### src/rtl/mem_arbiter_if.sv
// mem_arbiter_if: bundles the I-cache, D-cache and memory-bus signals of the
// line-refill / write-back arbiter. "master" is the arbiter's own view and
// "slave" is the view of the surrounding caches and memory.
interface mem_arbiter_if #(
  parameter int LINE_WORDS = 4
);
  localparam int WIDX = $clog2(LINE_WORDS);

  // I-cache side
  logic            i_req;
  logic [31:0]     i_addr;
  logic [31:0]     i_rdata;
  logic            i_rvalid;
  logic            i_done;

  // D-cache side
  logic            d_req;
  logic            d_we;
  logic [31:0]     d_addr;
  logic [31:0]     d_wdata;
  logic [WIDX-1:0] d_widx;
  logic [31:0]     d_rdata;
  logic            d_rvalid;
  logic            d_done;

  // Shared memory bus
  logic            mbus_req;
  logic            mbus_we;
  logic [31:0]     mbus_addr;
  logic [31:0]     mbus_wdata;
  logic [31:0]     mbus_rdata;
  logic            mbus_ack;

  modport master (
    input  i_req, i_addr, d_req, d_we, d_addr, d_wdata, mbus_rdata, mbus_ack,
    output i_rdata, i_rvalid, i_done, d_widx, d_rdata, d_rvalid, d_done,
           mbus_req, mbus_we, mbus_addr, mbus_wdata
  );

  modport slave (
    output i_req, i_addr, d_req, d_we, d_addr, d_wdata, mbus_rdata, mbus_ack,
    input  i_rdata, i_rvalid, i_done, d_widx, d_rdata, d_rvalid, d_done,
           mbus_req, mbus_we, mbus_addr, mbus_wdata
  );
endinterface

### src/rtl/mem_arbiter.sv
// mem_arbiter: grants the single memory port to either the I-cache refill path
// or the D-cache refill/write-back path and sequences a LINE_WORDS-word burst.
// Optional build macro ARB_RR_EN: round-robin on contention (default: D wins).
module mem_arbiter #(
  parameter int LINE_WORDS = 4
) (
  input  logic          clock,
  input  logic          reset,
  mem_arbiter_if.master bus
);
  localparam int              WIDX      = $clog2(LINE_WORDS);
  localparam logic [WIDX-1:0] LAST_IDX  = WIDX'(LINE_WORDS - 1);
  // Clears the word-in-line and byte-in-word bits of a byte address.
  localparam logic [31:0]     LINE_MASK = ~32'(LINE_WORDS * 4 - 1);

  typedef enum logic [1:0] {
    IDLE   = 2'd0,
    I_XFER = 2'd1,
    D_XFER = 2'd2
  } state_t;

  state_t          state_reg;
  logic [WIDX-1:0] cnt_reg;
  logic [31:0]     base_reg;
  logic            we_reg;

  logic            grant_d;
  logic            xfer;
  logic            beat;
  logic            last_beat;

`ifdef ARB_RR_EN
  // 1 = the most recent grant went to the I side, so D wins the next tie.
  logic            last_i_reg;
  assign grant_d = bus.d_req && (!bus.i_req || last_i_reg);
`else
  assign grant_d = bus.d_req;
`endif

  assign xfer      = (state_reg != IDLE);
  assign beat      = xfer && bus.mbus_ack;
  assign last_beat = beat && (cnt_reg == LAST_IDX);

  // Burst sequencer: grant in IDLE, step the word counter on every ack.
  always_ff @(posedge clock) begin
    if (reset) begin
      state_reg  <= IDLE;
      cnt_reg    <= '0;
      base_reg   <= '0;
      we_reg     <= 1'b0;
`ifdef ARB_RR_EN
      last_i_reg <= 1'b1;
`endif
    end else begin
      case (state_reg)
        IDLE: begin
          cnt_reg <= '0;
          if (grant_d) begin
            state_reg  <= D_XFER;
            base_reg   <= bus.d_addr & LINE_MASK;
            we_reg     <= bus.d_we;
`ifdef ARB_RR_EN
            last_i_reg <= 1'b0;
`endif
          end else if (bus.i_req) begin
            state_reg  <= I_XFER;
            base_reg   <= bus.i_addr & LINE_MASK;
            we_reg     <= 1'b0;
`ifdef ARB_RR_EN
            last_i_reg <= 1'b1;
`endif
          end
        end
        default: begin
          if (beat) begin
            cnt_reg <= cnt_reg + 1'b1;
            if (last_beat) begin
              state_reg <= IDLE;
              cnt_reg   <= '0;
            end
          end
        end
      endcase
    end
  end

  // Bus and per-requester outputs decoded from the registered burst state.
  always_comb begin
    bus.mbus_req   = xfer;
    bus.mbus_we    = 1'b0;
    bus.mbus_addr  = 32'd0;
    bus.mbus_wdata = 32'd0;
    bus.d_widx     = '0;
    bus.i_rdata    = 32'd0;
    bus.i_rvalid   = 1'b0;
    bus.i_done     = 1'b0;
    bus.d_rdata    = 32'd0;
    bus.d_rvalid   = 1'b0;
    bus.d_done     = 1'b0;
    if (xfer) begin
      bus.mbus_we   = we_reg;
      bus.mbus_addr = base_reg + {{(30 - WIDX){1'b0}}, cnt_reg, 2'b00};
    end
    if (state_reg == I_XFER) begin
      bus.i_rvalid = beat;
      bus.i_rdata  = beat ? bus.mbus_rdata : 32'd0;
      bus.i_done   = last_beat;
    end
    if (state_reg == D_XFER) begin
      bus.d_widx     = cnt_reg;
      bus.mbus_wdata = bus.d_wdata;
      bus.d_rvalid   = beat && !we_reg;
      bus.d_rdata    = (beat && !we_reg) ? bus.mbus_rdata : 32'd0;
      bus.d_done     = last_beat;
    end
  end
endmodule

### src/flat_wrapper.sv
// flat-port wrapper written by rule: the top's interface ports become plain ports
module mem_arbiter_flat 
#(
  parameter int LINE_WORDS = 4
)
  (clock, reset, bus_i_req, bus_i_addr, bus_d_req, bus_d_we, bus_d_addr, bus_d_wdata, bus_mbus_rdata, bus_mbus_ack, bus_i_rdata, bus_i_rvalid, bus_i_done, bus_d_widx, bus_d_rdata, bus_d_rvalid, bus_d_done, bus_mbus_req, bus_mbus_we, bus_mbus_addr, bus_mbus_wdata);
  mem_arbiter_if #(.LINE_WORDS(LINE_WORDS)) bus_i ();
  input  logic clock;
  input  logic reset;
  input wire logic [$bits(bus_i.i_req)-1:0] bus_i_req;
  input wire logic [$bits(bus_i.i_addr)-1:0] bus_i_addr;
  input wire logic [$bits(bus_i.d_req)-1:0] bus_d_req;
  input wire logic [$bits(bus_i.d_we)-1:0] bus_d_we;
  input wire logic [$bits(bus_i.d_addr)-1:0] bus_d_addr;
  input wire logic [$bits(bus_i.d_wdata)-1:0] bus_d_wdata;
  input wire logic [$bits(bus_i.mbus_rdata)-1:0] bus_mbus_rdata;
  input wire logic [$bits(bus_i.mbus_ack)-1:0] bus_mbus_ack;
  output wire logic [$bits(bus_i.i_rdata)-1:0] bus_i_rdata;
  output wire logic [$bits(bus_i.i_rvalid)-1:0] bus_i_rvalid;
  output wire logic [$bits(bus_i.i_done)-1:0] bus_i_done;
  output wire logic [$bits(bus_i.d_widx)-1:0] bus_d_widx;
  output wire logic [$bits(bus_i.d_rdata)-1:0] bus_d_rdata;
  output wire logic [$bits(bus_i.d_rvalid)-1:0] bus_d_rvalid;
  output wire logic [$bits(bus_i.d_done)-1:0] bus_d_done;
  output wire logic [$bits(bus_i.mbus_req)-1:0] bus_mbus_req;
  output wire logic [$bits(bus_i.mbus_we)-1:0] bus_mbus_we;
  output wire logic [$bits(bus_i.mbus_addr)-1:0] bus_mbus_addr;
  output wire logic [$bits(bus_i.mbus_wdata)-1:0] bus_mbus_wdata;
  assign bus_i.i_req = bus_i_req;
  assign bus_i.i_addr = bus_i_addr;
  assign bus_i.d_req = bus_d_req;
  assign bus_i.d_we = bus_d_we;
  assign bus_i.d_addr = bus_d_addr;
  assign bus_i.d_wdata = bus_d_wdata;
  assign bus_i.mbus_rdata = bus_mbus_rdata;
  assign bus_i.mbus_ack = bus_mbus_ack;
  assign bus_i_rdata = bus_i.i_rdata;
  assign bus_i_rvalid = bus_i.i_rvalid;
  assign bus_i_done = bus_i.i_done;
  assign bus_d_widx = bus_i.d_widx;
  assign bus_d_rdata = bus_i.d_rdata;
  assign bus_d_rvalid = bus_i.d_rvalid;
  assign bus_d_done = bus_i.d_done;
  assign bus_mbus_req = bus_i.mbus_req;
  assign bus_mbus_we = bus_i.mbus_we;
  assign bus_mbus_addr = bus_i.mbus_addr;
  assign bus_mbus_wdata = bus_i.mbus_wdata;
  mem_arbiter #(.LINE_WORDS(LINE_WORDS)) u_core (.clock(clock), .reset(reset), .bus(bus_i));
endmodule
### config.mk
export PLATFORM = sky130hd
export DESIGN_NAME = mem_arbiter_flat
export DESIGN_NICKNAME = d
export VERILOG_FILES = /design/src/rtl/mem_arbiter_if.sv /design/src/rtl/mem_arbiter.sv /design/src/flat_wrapper.sv
export SDC_FILE = /design/constraint.sdc
export NUM_CORES = 1
export LEC_CHECK = 0
export BUFFER_PORTS_ARGS = -buffer_cell sky130_fd_sc_hd__buf_2
export CORE_UTILIZATION = 23
export CTS_CLUSTER_DIAMETER = 80
export DETAILED_ROUTE_END_ITERATION = 16
export GPL_TIMING_DRIVEN = 1
export SLEW_MARGIN = 20
export SYNTH_ARGS = -nofsm -noshare
export SYNTH_HDL_FRONTEND = slang
export SYNTH_SLANG_ARGS = --single-unit
### constraint.sdc
create_clock -name clock -period 3.7 [get_ports clock]
set_clock_uncertainty 0.05 [all_clocks]
set_input_delay 0.185 -clock clock [delete_from_list [all_inputs] [get_ports clock]]
set_output_delay 0.185 -clock clock [all_outputs]
set_load 0.02 [all_outputs]
==> results.toml <==
[clock_network]
ctsRootBufferMaster = "sky130_fd_sc_hd__clkbuf_8"
htree_num_levels = 2
clock_sinks = 33
post_cts_resize_count = 0
clock_insertion_delay_worst_skew_ns = 0.27
cts.path.max_buffers = 2
holdBufCountCts = 0
post_cts.repair.setup_buffers = 0
cts_buffers = 5
cts_tree = "built"
clk_pin_slew_ns = 0.06

[placed_design]
placed_cell_area_sq_mm = 0.00377
gp_routability_congestion = 0.867
port_buffers = 259
placed_cells = 670
pre_cts_ws_ns = 1.17
post-dp-hpwl_mm = 7.24

[logic_synthesis]
ys_types = 26
yosys_warnings = 0
synth_seq_cells = 33
synthesis.area_sq_mm = 0.00241
postSynthCellCount = 303
synth-seq-area-share_pct = 27.5
synthFlopType = "sky130_fd_sc_hd__dfxtp_1"
synth_enable_flop_cells = 0
post_synth.cell_area_avg_sq_um = 7.94
async_flop_share_pct = 0

[critical_path]
worstSetupEndpointType = "output port"
critical_path.slowest_cell = "sky130_fd_sc_hd__and2b_2"
crit_arrival_ns = 1.99
critical_path.reg2reg.endpoint = "u_core.base_reg[25]$_SDFFE_PP0P_"
worst-r2r-cell-count = 5
path_max_fanout = 36
timing.rr.start = "u_core.state_reg[0]$_SDFFE_PP0P_"
worst_ep_required_time_ns = 3.46
timing.critical_path.cells = "and2b_2 -> nor3b_2 -> buf_4 -> and2_1 -> buf_2"
cp_slowest_stage_delay_ns = 0.46
worst-setup-path-type = "register to output port"
critical_path.top_delay_family = "simple AND/OR/NAND/NOR gates"
r2r_setup_slack_ns = 1.60
crit_buf_inv = 2
worst_setup_path_start_kind = "register"

[pwr]
cellPowerDensity_mw_per_mm2 = 288
ir_drop_uv = 167
power.leakage_nw = 2.26

[routing]
routed_via_density = 4.40
detail_route.wirelength_mm = 9.05
drc = 0
routed-via-count = 2984
wl_per_cell_microns = 13.3
drtAntennaViolNets = 0
detail_route.iter0.violations = 194
drt-pass1-iter-count = 4

[floorplan]
row_count = 36
design.die.area_sq_mm = 0.0109
initial_core_util_pct = 24.2
area_inside_the_core_boundary_sq_mm = 0.00995
num_io_pins = 270
die-width_microns = 104
die_height_microns = 104

[final_layout]
layout-drive-gt1-share_pct = 50.8
largest_reg_flops = 28
finalCoreUtilization_pct = 38.7
final_net_count = 679
layout.cells.non_filler = 678
antennaDiodeCount = 0
final_common_cell = "sky130_fd_sc_hd__buf_2"
layout_cell_area_excl_fill_sq_mm = 0.00385
mostFrequentLayoutCells = "sky130_fd_sc_hd__buf_2 (259), sky130_fd_sc_hd__and2_1 (130), sky130_fd_sc_hd__dfxtp_1 (33), sky130_fd_sc_hd__a21oi_1 (30), sky130_fd_sc_hd__mux2i_1 (29)"
area.growth.synth_to_final_pct = 60.2

[global_route]
track_usage_pct = 16.0
first_pass_grt_wire_length_mm = 14.3
grt_max_degree = 37
first_global_vias = 2788
antenna_found_initial = 1
grt_overflow = 0

[sta]
fmax_mhz = 449
grt_setup_unrepaired = "false"
final_min_period_over_clock_period_pct = 60.2
hold_violation_total_from_the_final_report = 0
setup_violations = 0
fin_setup_tns_ns = 0
fin_ws_ns = 1.47
finalMaxSlewViolations = 0
tightest_slew_ns = 0.674
fin_crit_period_ns = 2.23
timing.slew.headroom_pct = 55.0

[worst_hold_path]
timing.hold.worst.class = "primary input to register"
hold_path.startpoint = "bus_d_we"
timing.hold.worst_endpoint = "u_core.we_reg$_SDFFE_PP0P_"
min_delay_path_depth = 3

[run]
max_capacitance_violation_total = 0

[outcome]
result_of_the_run = "completed"
-- worst max-delay path by stage --
stage,startpoint,to,slack (ns),cells past startpoint
after floorplan,u_core.state_reg[1]$_SDFFE_PP0P_,bus_d_rdata[22],2.15,4
after global placement,u_core.state_reg[0]$_SDFFE_PP0P_,u_core.base_reg[19]$_SDFFE_PP0P_,1.26,5
after detailed placement,u_core.state_reg[0]$_SDFFE_PP0P_,u_core.base_reg[25]$_SDFFE_PP0P_,1.17,5
after CTS,u_core.state_reg[0]$_SDFFE_PP0P_,u_core.base_reg[25]$_SDFFE_PP0P_,1.15,5
after global routing,u_core.state_reg[1]$_SDFFE_PP0P_,bus_d_rdata[8],1.27,5
final,u_core.state_reg[1]$_SDFFE_PP0P_,bus_d_rdata[31],1.47,5
-- synthesized netlist by cell type, types with 2 or more instances --
library cell               number  area [sq um]
sky130_fd_sc_hd__a211oi_1      28           210
sky130_fd_sc_hd__a21oi_1       30           150
sky130_fd_sc_hd__and2_1       130           813
sky130_fd_sc_hd__buf_2         13          65.1
sky130_fd_sc_hd__buf_4          2          15.0
sky130_fd_sc_hd__clkbuf_1      14          52.6
sky130_fd_sc_hd__dfxtp_1       33           661
sky130_fd_sc_hd__inv_1          2          7.51
sky130_fd_sc_hd__mux2i_1       29           290
sky130_fd_sc_hd__nor2_1         3          11.3
sky130_fd_sc_hd__nor2_2         2          12.5
sky130_fd_sc_hd__nor3_1         2          10.0
sky130_fd_sc_hd__nor3b_2        2          25.0
-- logic make-up (layout without fill, tap and decap cells) --
logic type | Yosys count | after routing | synth area share [%]
multiplexers | 29 | 29 | 12.1
adder cells (fa/ha/maj) | 1 | 1 | 0.520
AND/OR/NAND/NOR | 145 | 145 | 37.8
flip-flops | 33 | 33 | 27.5
other | 1 | 2 | 0.156
AO/OA/AOI/OAI | 61 | 61 | 15.9
buffers and inverters | 33 | 274 | 6.14
-- routing by layer --
| layer | vias up | track usage (%) | wire, microns |
|---|---|---|---|
| li1 | 1494 | - | - |
| met1 | 1344 | 19.8 | 3820 |
| met2 | 136 | 28.0 | 4580 |
| met3 | 8 | 3.13 | 556 |
| met4 | 2 | 4.08 | 74 |
| met5 | - | 0 | 13 |
-- tightest hold or removal path: stages --
cell                      delay (ns)
sky130_fd_sc_hd__buf_2          0.10
sky130_fd_sc_hd__nand3_1        0.07
sky130_fd_sc_hd__a21oi_1        0.06
-- through the flow --
| step | hold slack (ns) | power [mW] |
|---|---|---|
| finish | 0.136 | 1.11 |
| floorplan | 0.302 | 0.696 |
| CTS | 0.129 | 1.13 |
| global placement | 0.421 | 0.856 |
| global route | 0.126 | 1.19 |
| detailed placement | 0.427 | 0.864 |
-- power by group --
part	internal, mW	switching, mW	total, mW
logic	0.179	0.259	0.437
clock network	0.130	0.126	0.256
registers	0.396	0.0202	0.416
-- layout make-up --
| class | instances | area (sq um) |
|---|---|---|
| Timing Repair Buffer | 263 | 1330 |
| Multi-Input combinational cell | 238 | 1610 |
| Sequential cell | 33 | 661 |
| Clock inverter | 2 | 10.0 |
| Clock buffer | 6 | 72.6 |
| Tap cell | 133 | 166 |
| Inverter | 3 | 11.3 |
| Fill cell | 1077 | 6100 |
Note: power is estimated with default switching activity, not from simulation.
